`src/rtl/pipe_latch_skid.sv`:
```
// Elastic valid/ready pipeline-stage register with an optional one-entry skid
// buffer, synchronous flush of held bundles and sticky halt capture.
module pipe_latch_skid #(
  parameter int DATA_W = 128,
  parameter int SKID   = 1
) (
  input  logic              CLK,
  input  logic              nRST,
  input  logic              in_valid,
  output logic              in_ready,
  input  logic [DATA_W-1:0] in_data,
  input  logic              in_halt,
  input  logic              flush,
  output logic              out_valid,
  input  logic              out_ready,
  output logic [DATA_W-1:0] out_data,
  output logic              out_halt,
  output logic [1:0]        occupancy,
  output logic              halted
);

  logic              main_vld_q, main_vld_d;
  logic [DATA_W-1:0] main_data_q, main_data_d;
  logic              main_halt_q, main_halt_d;
  logic              skid_vld_q;
  logic [DATA_W-1:0] skid_data_q;
  logic              skid_halt_q;
  logic              halted_q, halted_d;
  logic              accept, deliver;

  assign accept  = in_valid & in_ready;
  assign deliver = main_vld_q & out_ready;

  // Main register: refilled from skid first so ordering stays FIFO.
  always_comb begin
    main_vld_d  = main_vld_q;
    main_data_d = main_data_q;
    main_halt_d = main_halt_q;
    if (deliver) begin
      if (skid_vld_q) begin
        main_vld_d  = 1'b1;
        main_data_d = skid_data_q;
        main_halt_d = skid_halt_q;
      end else if (accept) begin
        main_vld_d  = 1'b1;
        main_data_d = in_data;
        main_halt_d = in_halt;
      end else begin
        main_vld_d  = 1'b0;
      end
    end else if (accept && !main_vld_q) begin
      main_vld_d  = 1'b1;
      main_data_d = in_data;
      main_halt_d = in_halt;
    end
    if (flush) begin
      main_vld_d  = 1'b0;
      main_data_d = main_data_q;
      main_halt_d = main_halt_q;
    end
  end

  // A consumed halt bundle still counts when it leaves during a flush.
  assign halted_d = halted_q | (deliver & main_halt_q);

  always_ff @(posedge CLK or negedge nRST) begin
    if (!nRST) begin
      main_vld_q  <= 1'b0;
      main_data_q <= '0;
      main_halt_q <= 1'b0;
      halted_q    <= 1'b0;
    end else begin
      main_vld_q  <= main_vld_d;
      main_data_q <= main_data_d;
      main_halt_q <= main_halt_d;
      halted_q    <= halted_d;
    end
  end

  if (SKID != 0) begin : g_skid
    logic              skid_vld_d;
    logic [DATA_W-1:0] skid_data_d;
    logic              skid_halt_d;

    always_comb begin
      skid_vld_d  = skid_vld_q;
      skid_data_d = skid_data_q;
      skid_halt_d = skid_halt_q;
      if (deliver) begin
        skid_vld_d  = 1'b0;
      end else if (accept && main_vld_q) begin
        skid_vld_d  = 1'b1;
        skid_data_d = in_data;
        skid_halt_d = in_halt;
      end
      if (flush) begin
        skid_vld_d  = 1'b0;
        skid_data_d = skid_data_q;
        skid_halt_d = skid_halt_q;
      end
    end

    always_ff @(posedge CLK or negedge nRST) begin
      if (!nRST) begin
        skid_vld_q  <= 1'b0;
        skid_data_q <= '0;
        skid_halt_q <= 1'b0;
      end else begin
        skid_vld_q  <= skid_vld_d;
        skid_data_q <= skid_data_d;
        skid_halt_q <= skid_halt_d;
      end
    end

    // Ready comes from flops only, breaking the upstream combinational path.
    assign in_ready = ~skid_vld_q & ~halted_q;
  end else begin : g_noskid
    assign skid_vld_q  = 1'b0;
    assign skid_data_q = '0;
    assign skid_halt_q = 1'b0;
    assign in_ready    = (~main_vld_q | out_ready) & ~halted_q;
  end

  assign out_valid = main_vld_q;
  assign out_data  = main_data_q;
  assign out_halt  = main_halt_q;
  assign occupancy = 2'(main_vld_q) + 2'(skid_vld_q);
  assign halted    = halted_q;

endmodule

```
`config.mk`:
```
export PLATFORM = sky130hd
export DESIGN_NAME = pipe_latch_skid
export DESIGN_NICKNAME = d
export VERILOG_FILES = /design/src/rtl/pipe_latch_skid.sv
export SDC_FILE = /design/constraint.sdc
export NUM_CORES = 1
export LEC_CHECK = 0
export ABC_AREA = 1
export CORE_AREA = 5 5 164 166
export CTS_CLUSTER_DIAMETER = 30
export DETAILED_ROUTE_END_ITERATION = 6
export DIE_AREA = 0 0 169 171
export DONT_BUFFER_PORTS = 1
export HOLD_SLACK_MARGIN = 0.15
export PLACE_DENSITY = 0.69
export SLEW_MARGIN = 20
export SYNTH_ARGS = -nofsm -noshare
export SYNTH_HDL_FRONTEND = slang
export SYNTH_SLANG_ARGS = --single-unit
```
`constraint.sdc`:
```
create_clock -name CLK -period 1.6 [get_ports CLK]
set_input_delay 0.24 -clock CLK [delete_from_list [all_inputs] [get_ports CLK]]
set_output_delay 0.24 -clock CLK [all_outputs]
set_load 0.1 [all_outputs]
```
==> load_flow_metrics.sql <==
INSERT INTO impl_metrics (metric_group, metric, value, unit) VALUES
('synth', 'synth_fp_nets', '1721', ''),
('global_routing', 'grt_antenna_before_repair', '4', ''),
('synth', 'ys_ff_latch', '261', ''),
('outcome', 'run_status', 'complete, but fails checks', ''),
('global_routing', 'global_route.usage.total', '27.1', '%'),
('worst_setup_path', 'critical_path.startpoint_type', 'flip-flop', ''),
('power', 'power_density', '1080', 'mW/mm2'),
('worst_hold_path', 'min-delay-path-class', 'in -> async', ''),
('placement', 'last_weighted_congestion_value_of_the_routability_driven_placer', '0.809', ''),
('cts', 'cts.sinks', '261', ''),
('layout', 'layout_common_cells', '775 x sky130_fd_sc_hd__nand2_1, 259 x sky130_fd_sc_hd__nand3_1, 258 x sky130_fd_sc_hd__dfrtp_1', ''),
('sta', 'final.setup.tns', '-27180', 'ps'),
('sta', 'tightestPinTransition', '418', 'ps'),
('synth', 'post_synth_instance_area', '0.0124', 'mm2'),
('drt', 'vias', '13200', ''),
('worst_setup_path', 'crit_path_start', 'skid_vld_q$_DFFE_PN0P_', ''),
('sta', 'layout_setup_ws', '-238', 'ps'),
('job', 'maxCapViolations', '0', ''),
('sta', 'finalClockSkew', '15.8', 'ps'),
('drt', 'detailedRoute.firstPassIterationCount', '6', ''),
('synth', 'synthDominantAreaCellType', 'sky130_fd_sc_hd__dfrtp_1', ''),
('synth', 'synth_top_area_share', '52.6', '%'),
('die', 'placementRows', '59', ''),
('sta', 'rsz0062_at_grt', 'yes', ''),
('synth', 'per_instance_average_area_after_synthesis', '7.83', 'um2'),
('die', 'fp.dieW', '169', 'um'),
('worst_setup_path', 'worst-endpoint-arrival', '1600', 'ps'),
('die', 'ios', '268', ''),
('worst_setup_path', 'timing.critical_path.to_type', 'output port', ''),
('synth', 'synth.distinct_cells', '16', ''),
('cts', 'cts_root_buffer', 'sky130_fd_sc_hd__clkbuf_16', ''),
('worst_setup_path', 'r2r_cells', '7', ''),
('placement', 'dp.final_hpwl', '22.1', 'mm'),
('global_routing', 'grt_max_degree', '262', ''),
('sta', 'timing.final.max_slew_violations', '0', ''),
('drt', 'vias_per_cell', '5.88', ''),
('cts', 'deepest_clock_path_buffer_count', '3', ''),
('synth', 'seq_area_frac_synth', '52.6', '%'),
('placement', 'io_buffers', '0', ''),
('drt', 'drt.antenna.violating_nets', '0', ''),
('layout', 'syn2layout_area_growth', '46.2', '%'),
('sta', 'setup_viol', '264', ''),
('sta', 'clock.fmax', '544', 'MHz'),
('global_routing', 'overflow', '0', ''),
('drt', 'wl_per_cell', '20.8', 'um'),
('die', 'die_h', '171', 'um'),
('drt', 'route.final.wire_length', '46.8', 'mm'),
('worst_setup_path', 'worstPathRequired', '1360', 'ps'),
('worst_setup_path', 'timing.setup.critical_path_class', 'reg -> out', ''),
('sta', 'period_share', '115', '%'),
('global_routing', 'first_global_vias', '12300', ''),
('sta', 'final_hold_vios', '269', ''),
('die', 'initial_core_util', '48.8', '%'),
('cts', 'cts_hold_buf', '132', ''),
('cts', 'cts_htree_levels', '2', ''),
('drt', 'detailedRoute.firstIterationViolations', '1700', ''),
('outcome', 'failed_checks', 'hold timing, setup timing', ''),
('layout', 'mostFrequentLayoutCell', 'sky130_fd_sc_hd__nand2_1', ''),
('sta', 'period_needed', '1840', 'ps'),
('die', 'die_area', '0.0289', 'mm2'),
('cts', 'clock_tree_from_tritoncts', 'yes', ''),
('synth', 'yosysWarningCount', '0', ''),
('layout', 'drive_above_1_share', '17.9', '%'),
('synth', 'syn-instance-count', '1586', ''),
('cts', 'cts_inserted_buffers', '57', ''),
('worst_setup_path', 'rr_startpoint', 'skid_vld_q$_DFFE_PN0P_', ''),
('cts', 'worstSkewPairLatency', '550', 'ps'),
('global_routing', 'grt_pass1_wl', '64.6', 'mm'),
('worst_setup_path', 'ff2ff_setup_slack', '-210', 'ps'),
('power', 'power.leakage', '9.89', 'nW'),
('die', 'core', '0.0255', 'mm2'),
('layout', 'nNetsFinal', '1999', ''),
('sta', 'worst_hold_slack', '-609', 'ps'),
('drt', 'detail_route.drc_violations', '0', ''),
('cts', 'clkSlewWorstSetupHoldPaths', '50', 'ps'),
('synth', 'synth_area_leaders', 'sky130_fd_sc_hd__dfrtp_1 53%, sky130_fd_sc_hd__nand2_1 24%, sky130_fd_sc_hd__nand3_1 11%', ''),
('worst_setup_path', 'crit-reg2reg-capture', 'skid_data_q[108]$_DFFE_PN0P_', ''),
('power', 'irDropWorstVdd', '0.897', 'mV'),
('worst_setup_path', 'critPathMaxFanout', '2', ''),
('sta', 'worst_slew_margin_rel', '72.2', '%'),
('layout', 'utilization', '71.3', '%');
## power breakdown
part           leakage [nW]  total (mW)  switching, mW  internal, mW
clock network         0.950        11.8           3.75          8.01
logic                  5.38        1.05          0.645         0.407
registers              3.56        6.88         0.0900          6.79
## how the worst max path moves through the flow
stage,endpoint,slack [ps],cells past startpoint
2_1_floorplan,out_data[0]$_DFFE_PN0P_,-410,8
3_3_place_gp,skid_data_q[0]$_DFFE_PN0P_,70,5
3_5_place_dp,out_data[66]$_DFFE_PN0P_,40,7
4_1_cts,occupancy[0],-240,3
5_1_grt,skid_data_q[108]$_DFFE_PN0P_,-260,7
6_report,occupancy[0],-240,3
## metrics by stage
stage          area, um2  std cells  total power, mW  setup WS (ps)
3_3_place_gp       13800       1956             7.65           65.9
3_5_place_dp       13800       1956             7.67           40.7
2_1_floorplan      12500       1586             7.58           -410
5_1_grt            18200       2247             20.2           -264
4_1_cts            17200       2196             19.7           -236
6_report           18200       2247             19.7           -238
## synthesized netlist by cell type, drive strengths merged
cell and count:
nand4 129, o21ai 1, nand3 262, nor3b 1, inv 3, clkbuf 34
nor2 3, dfrtp 261, a21oi 1, buf 109, ha 1, nand2 781
## flip-flops by register name, summed over array words and instances, names as in the netlist
name         flops
skid_data_q    128
halted           1
out_halt         1
skid_vld_q       1
out_data       128
out_valid        1
skid_halt_q      1
## logic make-up (layout without fill, tap and decap cells)
group | count (synthesis) | in the layout | synth area share, %
compound gates | 2 | 2 | 0.0805
other cells | 0 | 4 | 0
simple gates | 1176 | 1178 | 41.0
buf+inv | 146 | 466 | 6.25
fa+ha+maj | 1 | 1 | 0.101
flops | 261 | 261 | 52.6
## cell type report
cell class | instances | area [um2]
multi-input cells | 1181 | 5240
flip-flops and latches | 261 | 6540
clock inverters | 29 | 387
well taps | 335 | 419
clock buffers | 74 | 1570
inverters | 3 | 11.3
fillers | 1810 | 7320
diodes | 4 | 10.0
repair buffers | 360 | 3970
## timing repair
action	4_1_cts	5_1_grt
pin swaps	4	3
cloned	1	30
buffers inserted	4	17
gates resized for setup	16	26
endpoints found under the setup margin	4	263
endpoints found under the hold margin	522	391
## per-layer routing
metal  global-route usage (%)  wire length, um
met1                     35.1            17000
met2                     44.1            22400
met3                     6.70             5290
met4                     10.8             2060
met5                        0                0
## worst max-delay path, stage by stage (launching register included)
cell	delay, ps
sky130_fd_sc_hd__dfrtp_4	480
sky130_fd_sc_hd__buf_6	130
sky130_fd_sc_hd__ha_4	260
sky130_fd_sc_hd__buf_12	170
Note: power is estimated with default switching activity, not from simulation.
